[src/rtl/im_arbiter.sv]
// im_arbiter: round-robin fetch/loader arbiter for a burst-read, single-write instruction memory
module im_arbiter #(
  parameter int DATA_W     = 32,
  parameter int ADDR_W     = 12,
  parameter int WAIT_STATE = 2,
  parameter int BURST_LEN  = 16,
  parameter int TIMEOUT    = 8
) (
  input  logic              clock,
  input  logic              reset,
  input  logic              f_req,
  input  logic [ADDR_W-1:0] f_addr,
  output logic              f_grant,
  input  logic              l_req,
  input  logic              l_we,
  input  logic [ADDR_W-1:0] l_addr,
  input  logic [DATA_W-1:0] l_wdata,
  output logic              l_grant,
  output logic              rd_valid_f,
  output logic              rd_valid_l,
  output logic [DATA_W-1:0] rd_data,
  output logic [3:0]        rd_beat,
  output logic              done_f,
  output logic              done_l,
  output logic              err,
  output logic              busy,
  output logic              IM_enable,
  output logic              IM_read,
  output logic              IM_write,
  output logic [ADDR_W-1:0] IM_address,
  output logic [DATA_W-1:0] IM_in,
  input  logic [DATA_W-1:0] IM_out,
  input  logic              IM_ready
);
  localparam int CW = $clog2(TIMEOUT + WAIT_STATE + 2);
  localparam logic [ADDR_W-1:0] LINE_MASK = ~ADDR_W'(6'h3f);
  typedef enum logic [2:0] {IDLE, ISSUE, WAIT_R, BURST, WAIT_W} state_t;
  state_t state;
  logic prio_f, own_f, pick_f, rd_sel, last_beat;
  logic [CW-1:0] cnt;
  logic [3:0] beat;
  logic [ADDR_W-1:0] sel_addr;
  assign pick_f    = f_req & (~l_req | prio_f);
  assign rd_sel    = pick_f | ~l_we;
  assign sel_addr  = pick_f ? f_addr : l_addr;
  assign last_beat = beat == 4'(BURST_LEN - 1);
  // cnt holds the number of cycles elapsed since the ISSUE cycle
  always_ff @(posedge clock) begin
    if (!reset) begin
      state      <= IDLE;
      prio_f     <= 1'b0;
      own_f      <= 1'b0;
      cnt        <= '0;
      beat       <= '0;
      f_grant    <= 1'b0;
      l_grant    <= 1'b0;
      rd_valid_f <= 1'b0;
      rd_valid_l <= 1'b0;
      rd_data    <= '0;
      rd_beat    <= '0;
      done_f     <= 1'b0;
      done_l     <= 1'b0;
      err        <= 1'b0;
      busy       <= 1'b0;
      IM_enable  <= 1'b0;
      IM_read    <= 1'b0;
      IM_write   <= 1'b0;
      IM_address <= '0;
      IM_in      <= '0;
    end else begin
      f_grant    <= 1'b0;
      l_grant    <= 1'b0;
      rd_valid_f <= 1'b0;
      rd_valid_l <= 1'b0;
      done_f     <= 1'b0;
      done_l     <= 1'b0;
      err        <= 1'b0;
      IM_enable  <= 1'b0;
      IM_read    <= 1'b0;
      IM_write   <= 1'b0;
      IM_address <= '0;
      IM_in      <= '0;
      cnt        <= cnt + 1'b1;
      case (state)
        IDLE: if (!IM_ready && (f_req || l_req)) begin
          state      <= ISSUE;
          busy       <= 1'b1;
          own_f      <= pick_f;
          prio_f     <= ~pick_f;
          f_grant    <= pick_f;
          l_grant    <= ~pick_f;
          IM_enable  <= 1'b1;
          IM_read    <= rd_sel;
          IM_write   <= ~rd_sel;
          IM_address <= rd_sel ? sel_addr & LINE_MASK : sel_addr;
          IM_in      <= pick_f ? '0 : l_wdata;
        end
        ISSUE: begin
          state <= IM_write ? WAIT_W : WAIT_R;
          cnt   <= CW'(1);
          beat  <= '0;
        end
        WAIT_R, BURST: if (IM_ready) begin
          rd_data    <= IM_out;
          rd_beat    <= beat;
          rd_valid_f <= own_f;
          rd_valid_l <= ~own_f;
          beat       <= last_beat ? '0 : beat + 4'd1;
          state      <= last_beat ? IDLE : BURST;
          busy       <= ~last_beat;
          done_f     <= last_beat & own_f;
          done_l     <= last_beat & ~own_f;
        end else if (state == BURST || cnt == CW'(TIMEOUT - 1)) begin
          state  <= IDLE;
          busy   <= 1'b0;
          beat   <= '0;
          done_f <= own_f;
          done_l <= ~own_f;
          err    <= 1'b1;
        end
        WAIT_W: if (cnt >= CW'(WAIT_STATE)) begin
          state  <= IDLE;
          busy   <= 1'b0;
          done_l <= 1'b1;
        end
        default: begin
          state <= IDLE;
          busy  <= 1'b0;
        end
      endcase
    end
  end
endmodule

[config.mk]
export PLATFORM = sky130hd
export DESIGN_NAME = im_arbiter
export DESIGN_NICKNAME = d
export VERILOG_FILES = /design/src/rtl/im_arbiter.sv
export SDC_FILE = /design/constraint.sdc
export NUM_CORES = 1
export LEC_CHECK = 0
export ABC_AREA = 0
export CORE_MARGIN = 2
export CORE_UTILIZATION = 42
export CTS_CLUSTER_DIAMETER = 80
export DETAILED_ROUTE_END_ITERATION = 12
export DONT_BUFFER_PORTS = 1
export GPL_ROUTABILITY_DRIVEN = 1
export PLACE_DENSITY = 0.56
export SYNTH_ARGS = -nofsm -noshare
export SYNTH_HDL_FRONTEND = slang
export SYNTH_SLANG_ARGS = --single-unit
[constraint.sdc]
create_clock -name clock -period 3.82 [get_ports clock]
set_input_delay 0.382 -clock clock [delete_from_list [all_inputs] [get_ports clock]]
set_output_delay 0.382 -clock clock [all_outputs]
set_load 0.005 [all_outputs]
==> flow_summary.yaml, run 1 <==
route:
  dr_total_vias: 2374
  viasPerCell: 5.116
  ant_nets: 0
  wl_per_cell_um: 15.44
  drc: 0
  first_pass_iters: 4
  first_iter_violations: 60
  routed_wl_um: 7165
synth:
  netlist_area_um2: 3477
  syn_area_per_cell_um2: 9.579
  synth.distinct_cells: 41
  yosysWarnings: 0
  yosys.area.top_type_share: 0.5988
  synth-seq-cells: 104
  synthCells: 363
  synth.yosys.seq_area_share: 0.5988
  syn-num-nets: 460
  synth_area_leaders: "dfxtp_1 60%, nand2_1 8.5%, and3_1 6.5%, a21oi_1 6.0%, mux2i_1 2.0%"
  synth_area_leader_cell: "dfxtp_1"
setup_path:
  timing.rr.end: "beat[2]"
  r2r_cells: 5
  crit_type: "reg -> reg"
  crit_fanout: 25
  worstPathRequired_ps: 4100
  critPathTopFamily: "simple AND/OR/NAND/NOR gates"
  slowest_delay_ps: 500
  ff2ff_setup_slack_ps: 1700
  cp_data_arrival_time_ps: 2390
  crit_buf_inv: 1
  critPathLaunchType: "flip-flop"
  critPathSlowestCell: "nand2_1"
  cp-end-kind: "flip-flop"
  cp_cell_sequence: "nor2b_2 > nand2_1 > buf_4 > o21a_1 > a211oi_1"
  r2r-start: "state[1]"
worst_hold_path:
  holdPathEnd: "IM_read"
  hold_path.class: "in -> reg"
  holdCritStartpoint: "l_we"
  whs_path_depth: 1
finish:
  fill_cells: 804
  final_cell_mix: "104 x dfxtp_1, 79 x nand2_1, 42 x a21oi_1"
  final_common_cell: "dfxtp_1"
  fin_area_um2: 3727
  final_nets: 450
  drive_gt1_frac: 0.07542
  syn_to_final_growth_pct: 7.197
timing:
  tns_ps: 0
  worst_slew_pin_slew_ps: 893.5
  finalCritPeriodShare: 0.5546
  rsz0062_at_grt: "no"
  finalClockSkew_ps: 8.251
  relSlewSlack: 0.4043
  final-setup-viol-count: 0
  max_clock_freq_ghz: 0.4720
  maxSlewViolCount: 0
  finalHoldViolations: 0
  fin_crit_ps: 2119
placement:
  port_buffers: 0
  gp_congestion: 0.7564
  placed_cell_area_um2: 3515
  dp_hpwl_um: 4985
floorplanning:
  rows: 33
  die_height_um: 94.99
  die_x_um: 94.99
  initial_utilization: 0.4275
  core_um2: 8134
  die_area_um2: 9022
  io_pins: 185
pwr:
  fin_total_pwr_uw: 2043
  powerDensity_nw_per_um2: 548.0
  p_leak_uw: 0.001510
  ir_drop_mv: 0.2245
clocking:
  cts_tree: "done"
  worstSkewPairLatency_ps: 360
  postCtsSetupBuffers: 0
  clkTransAtPathRegs_ps: 100
  cts.sinks: 104
  clock-root-buffer: "clkbuf_8"
  clockBufferDepth: 2
  numCtsBuffers: 9
  cts_resized: 0
  htreeDepth: 3
  cts_hold_buf: 0
global_routing:
  grt_pass1_vias: 2219
  grt_first_pass_wirelength_um: 10740
  grtUsageTotal: 0.1533
  grt_max_degree: 46
  antenna_found_initial: 1
  grt-ovfl-total: 0
status:
  status: "completed"
job:
  drv_cap: 0
worst register-to-register path, delay by kind of cell, from the launching register on:
| kind | cells | cell delay, ps |
|---|---|---|
| buffers and inverters | 1 | 420 |
| flip-flops | 1 | 480 |
| AO/OA/AOI/OAI | 2 | 400 |
| AND/OR/NAND/NOR | 2 | 740 |
power breakdown:
group	switching (µW)	internal [µW]
clock	393	319
sequential	41.5	1140
combinational	93.5	59.7
total	528	1510
cell usage after synthesis (all sizes together):
master	instances
dfxtp	104
o21ai	1
nand3	4
o32ai	1
a211oi	4
inv	5
mux2i	7
o211a	1
a221oi	1
o31a	1
o21ba	1
nor2b	1
a21oi	42
buf	12
o21a	1
nor3	7
xor2	1
nand3b	2
and3b	2
nand2b	1
o31ai	1
nor2	15
xnor2	1
a21o	2
nand2	80
o211ai	1
nor3b	2
and3	36
and2	8
nor4	1
clkbuf	12
or3	1
o41ai	1
ha	3
flip-flops by register name, summed over array words and instances (netlist names), 3 cells and up:
name / flops
state: 3
beat: 4
rd_beat: 4
IM_in: 32
cnt: 4
IM_address: 12
rd_data: 32
through the flow:
step / setup WS, ps / hold slack, ps / util / cells
global placement: 1707 / 462.1 / 0.4321 / 447
floorplan: 2435 / 441.9 / - / 363
finish: 1701 / 100.8 / 0.4582 / 464
global route: 1535 / 85.76 / 0.4582 / 464
CTS: 1641 / 84.47 / 0.4579 / 463
detailed placement: 1668 / 466.9 / 0.4321 / 447
how the worst max path moves through the flow:
stage          slack [ps]  depth (start not counted)     start        to
3_5_place_dp         1670                          5  state[1]   beat[2]
5_1_grt              1530                          5  state[1]   beat[2]
6_report             1700                          5  state[1]   beat[2]
2_1_floorplan        2430                          5    cnt[0]  state[0]
3_3_place_gp         1710                          5  state[1]   beat[2]
4_1_cts              1640                          5  state[1]   beat[2]
metal layers:
layer  vias to the layer above  global-route usage  wire (µm)
met5                         -                   0          0
met1                      1040              0.1777       2876
met3                        12             0.06305        796
li1                       1193                   -          -
met2                       129              0.2453       3360
met4                         0             0.07367        132
layout make-up:
type / instances / area [µm²] / share of cell area
Clock inverter: 7 / 86.33 / 0.02316
Antenna cell: 1 / 2.502 / 0.0006714
Timing Repair Buffer: 3 / 22.52 / 0.006042
Tap cell: 105 / 131.4 / 0.03525
Inverter: 5 / 21.27 / 0.005707
Sequential cell: 104 / 2082 / 0.5586
Clock buffer: 9 / 123.9 / 0.03323
Multi-Input combinational cell: 230 / 1257 / 0.3374
cells by family (layout without fill, tap and decap cells):
family / count (synthesis) / after routing / synth area share
multiplexers: 7 / 7 / 0.02015
AO/OA/AOI/OAI: 58 / 58 / 0.09716
adder cells (fa/ha/maj): 3 / 3 / 0.01080
AND/OR/NAND/NOR: 160 / 160 / 0.2274
other: 0 / 1 / 0
flip-flops: 104 / 104 / 0.5988
XOR/XNOR: 2 / 2 / 0.005039
buffers and inverters: 29 / 24 / 0.04066
Power figures use the tool's default switching activity.
==> inputs of run 2 (changes only) <==
- clock period: 3.82 -> 2.1 ns (I/O delays scaled with it)
==> run 2 against run 1 <==
Largest power group unchanged; first-iteration DRC count grew 87%; hold slack got worse by 69 ps; sequential share of layout area fell by 10 points; final cell count is 19% higher; largest cell class unchanged; register-to-register slack got worse by 1500 ps.
==> flow_summary.yaml, run 2 (synthesized netlist as in run 1, its figures left out) <==
global_routing:
  top_usage_layer: "met2"
  grt_first_pass_wirelength_um: 12740
  gr-usage-met1: 0.2006
  met2_usage: 0.3209
  grt-ovfl-total: 0
  use_met3: 0.07662
  grt_max_degree: 46
  grt_pass1_vias: 2646
  antenna_found_initial: 0
  grtUsageTotal: 0.1827
placement:
  port_buffers: 0
  gp_congestion: 0.7113
  dp_hpwl_um: 5101
  preCtsSetupSlack_ps: 414.6
setup_path:
  crit_fanout: 42
  cp_data_arrival_time_ps: 2140
  critPathLaunchType: "flip-flop"
  worstPathRequired_ps: 2370
  cp-end-kind: "flip-flop"
  crit_type: "reg -> reg"
  r2r_cells: 5
  ff2ff_setup_slack_ps: 230
worst_hold_path:
  whs_path_depth: 2
  hold_path.class: "in -> reg"
floorplanning:
  rows: 33
  die_area_um2: 9022
  die_height_um: 94.99
  io_pins: 185
  initial_utilization: 0.4275
  core_um2: 8134
  die_x_um: 94.99
finish:
  syn_to_final_growth_pct: 31.92
  diodes: 0
  final_common_cell: "dfxtp_1"
  reg.largest.list: "IM_in: 32 flops, rd_data: 32 flops, IM_address: 12 flops"
  multi_input_area_um2: 1257
  fill_cells: 693
  final_cell_mix: "104 x dfxtp_1, 86 x dlygate4sd3_1, 79 x nand2_1"
  final_nets: 539
  drive_gt1_frac: 0.06711
  regArea_um2: 2082
timing:
  finalCritPeriodShare: 0.8912
  finalHoldViolations: 0
  worst_slew_pin_slew_ps: 764.7
  maxSlewViolCount: 0
  finalClockSkew_ps: 10.38
  relSlewSlack: 0.4894
  rsz0062_at_grt: "no"
  tns_ps: 0
  final-setup-viol-count: 0
  fin_crit_ps: 1871
  fin_ws_ps: 228.5
  max_clock_freq_ghz: 0.5343
route:
  dr_total_vias: 2741
  viasPerCell: 4.966
  ant_nets: 0
  first_pass_iters: 4
  routed_wl_um: 8371
  first_iter_violations: 112
  wl_per_cell_um: 15.16
  drc: 0
clocking:
  htreeDepth: 3
  cts.sinks: 104
  clockBufferDepth: 2
  cts_tree: "done"
  cts_resized: 0
  worstSkewPairLatency_ps: 360
  numCtsBuffers: 9
  clock-root-buffer: "clkbuf_8"
  clkTransAtPathRegs_ps: 110
  postCtsSetupBuffers: 0
pwr:
  ir_drop_mv: 0.4194
  powerDensity_nw_per_um2: 816.9
  p_leak_uw: 0.001863
status:
  status: "completed"
job:
  drv_cap: 0
## run 2: cell types whose count changed in the layout (fill, tap and decap cells not counted), sizes merged
| cell | before | now |
|---|---|---|
| diode | 1 | 0 |
| clkinv | 2 | 1 |
| buf | 3 | 6 |
| dlygate4sd3 | 0 | 86 |
| bufinv | 1 | 0 |
| clkinvlp | 0 | 3 |
| inv | 9 | 8 |
## run 2: final cells by class
cell class / count / area share
sequential: 104 / 0.4539
multi-input combinational: 230 / 0.2741
timing repair buffer: 92 / 0.1975
tap: 105 / 0.02864
clock buffer: 9 / 0.02700
clock inverter: 7 / 0.01418
inverter: 5 / 0.004637
## run 2: critical path, cell delays in order (launching register included)
cell and delay (ps):
dfxtp_1 340, o21ai_2 130, buf_4 360, mux2i_1 290, dlygate4sd3_1 600, nor2_1 40
## run 2: per-layer routing
| layer | part of all wire | routed length, µm |
|---|---|---|
| met3 | 0.089 | 742 |
| met4 | 0.0074 | 62 |
| met2 | 0.50 | 4148 |
| met5 | 0 | 0 |
| met1 | 0.41 | 3418 |
## run 2: power breakdown
| part | total (µW) | internal [µW] | switching [µW] |
|---|---|---|---|
| combinational | 433 | 230 | 203 |
| sequential | 2140 | 2070 | 77.8 |
| clock | 1170 | 458 | 713 |
| total | 3750 | 2750 | 993 |
## run 2: metrics by stage
stage / utilization / instance area [µm²] / cells / hold slack, ps / total power [µW]
after global placement: 0.4349 / 3537 / 450 / 301.7 / 2477
final: 0.5639 / 4587 / 552 / 31.29 / 3747
after CTS: 0.5639 / 4587 / 552 / 4.726 / 3792
after floorplan: - / 3477 / 363 / 289.3 / 2417
after global routing: 0.5639 / 4587 / 552 / 12.47 / 3949
after detailed placement: 0.4349 / 3537 / 450 / 306.8 / 2482
## run 2: final timing paths
check                                     end         from
worst min-delay path                   cnt[1]        reset
worst max-delay path            IM_address[9]       prio_f
worst max register to register  IM_address[9]       prio_f
worst min register to register    rd_data[12]  rd_data[12]
## run 2: timing repair
| action | in CTS | in global routing |
|---|---|---|
| hold endpoints to repair | 82 | 0 |
| hold buffers | 86 | 0 |
| setup endpoints to repair | 0 | 0 |
==> inputs of run 3 (changes only) <==
- CAP_MARGIN: unset -> 20
- clock period: 2.1 -> 2.2 ns (I/O delays scaled with it)
==> run 3 against run 2 <==
Clock power fell by 6%; critical path depth stayed put; register-to-register slack worse by 40 ps; setup slack worse by 44 ps; maximum frequency down 7.2%; first-iteration DRC count is 35% lower; routed wire length fell by 2.9%; total power is 5.3% lower; combinational power decreased by 8.5%; die area unchanged.
==> flow_summary.yaml, run 3 (synthesized netlist as in run 1, its figures left out) <==
status:
  status: "completed"
job:
  drv_cap: 0
timing:
  fin_ws_ps: 184.3
  worst_slew_pin_slew_ps: 762.1
  rsz0062_at_grt: "no"
  tns_ps: 0
  fin_crit_ps: 2016
  maxSlewViolCount: 0
  max_clock_freq_ghz: 0.4961
  finalCritPeriodShare: 0.9162
  finalHoldViolations: 0
  finalClockSkew_ps: 13.44
  final-setup-viol-count: 0
  relSlewSlack: 0.4912
setup_path:
  critPathLaunchType: "flip-flop"
  crit_fanout: 28
  cp-endpoint: "IM_address[7]"
  ff2ff_setup_slack_ps: 180
  worstPathRequired_ps: 2460
  cp-end-kind: "flip-flop"
  r2r_cells: 5
  startpoint: "prio_f"
  r2r-start: "prio_f"
  timing.rr.end: "IM_address[7]"
  cp_data_arrival_time_ps: 2280
  crit_type: "reg -> reg"
clocking:
  clock-root-buffer: "clkbuf_8"
  clkTransAtPathRegs_ps: 100
  cts.sinks: 104
  cts_hold_buf: 79
  postCtsSetupBuffers: 0
  worstSkewPairLatency_ps: 360
  numCtsBuffers: 9
  cts_resized: 0
  htreeDepth: 3
  clockBufferDepth: 2
  cts_tree: "done"
global_routing:
  grtUsageTotal: 0.1783
  antenna_found_initial: 0
  grt_first_pass_wirelength_um: 12450
  grt-ovfl-total: 0
  grt_max_degree: 46
  grt_pass1_vias: 2627
floorplanning:
  die_area_um2: 9022
  die_x_um: 94.99
  rows: 33
  io_pins: 185
  core_um2: 8134
  die_height_um: 94.99
  initial_utilization: 0.4275
pwr:
  comb_power_share: 0.112
  p_seq_frac: 0.577
  internal_power_uw: 2612
  power.switching_uw: 934.8
  p_sw_frac: 0.2635
  ir_drop_mv: 0.3861
  powerDensity_nw_per_um2: 784.6
  p_clk_frac: 0.311
  p_leak_uw: 0.001834
finish:
  final_cell_mix: "104 x dfxtp_1, 80 x dlygate4sd3_1, 79 x nand2_1"
  finish.utilization: 0.5558
  drive_gt1_frac: 0.06378
  syn_to_final_growth_pct: 30.01
  multi_input_area_um2: 1257
  fill_cells: 704
  reg.largest.list: "IM_in: 32 flops, rd_data: 32 flops, IM_address: 12 flops"
  regArea_um2: 2082
  final_nets: 531
  fin_area_um2: 4521
  diodes: 0
  final_common_cell: "dfxtp_1"
placement:
  preCtsSetupSlack_ps: 514.9
  gp_congestion: 0.7000
  placed_cell_area_um2: 3535
  port_buffers: 0
  dp_hpwl_um: 5104
route:
  first_iter_violations: 73
  ant_nets: 0
  routed_wl_um: 8126
  wl_per_cell_um: 14.94
  viasPerCell: 5.006
  first_pass_iters: 5
  drc: 0
  dr_total_vias: 2723
worst_hold_path:
  hold_path.class: "in -> reg"
  holdCritStartpoint: "IM_out[14]"
[run 3: changes by cell type in the layout (fill, tap and decap cells not counted), sizes merged]
| cell | change |
|---|---|
| buf | -2 |
| clkinvlp | -1 |
| dlygate4sd3 | -6 |
| inv | +1 |
[run 3: layout make-up]
type                    count  share of cell area
flip-flops and latches    104              0.4606
well taps                 105             0.02906
multi-input cells         230              0.2782
clock buffers               9             0.02740
clock inverters             7             0.01356
repair buffers             84              0.1865
inverters                   5            0.004705
[run 3: worst min-delay path by stage]
| stage | end | slack (ps) | depth (start not counted) |
|---|---|---|---|
| after floorplan | err | 300 | 1 |
| final | rd_data[14] | 20 | 2 |
| after detailed placement | IM_read | 310 | 1 |
| after CTS | IM_address[6] | 3 | 2 |
| after global placement | IM_read | 310 | 1 |
| after global routing | rd_data[14] | 2 | 2 |
[run 3: power groups by stage]
stage               Sequential (µW)  Clock (µW)  Combinational [µW]
CTS                            2050        1150                 392
floorplan                      2060           0                 244
global placement               2090           0                 271
detailed placement             2090           0                 276
global route                   2060        1250                 439
finish                         2050        1100                 396
[run 3: worst max-delay path, cell delays in order (launching register included)]
cell and delay [ps]:
dfxtp_1 340, o21ai_2 520, buf_12 250, mux2i_1 220
dlygate4sd3_1 570, nor2_1 40
[run 3: metal layers]
metal	up-vias	routed length (µm)	track usage
li1	1349	-	-
met1	1240	3245	0.1990
met2	124	4034	0.3121
met3	10	734	0.06305
met4	0	112	0.06522
met5	-	0	0
[run 3: stage by stage]
step	std cells	power [µW]	hold slack (ps)
CTS	543	3592	3.083
floorplan	363	2307	299.3
global route	544	3747	2.171
finish	544	3547	23.58
detailed placement	448	2365	314.3
global placement	448	2360	311.6
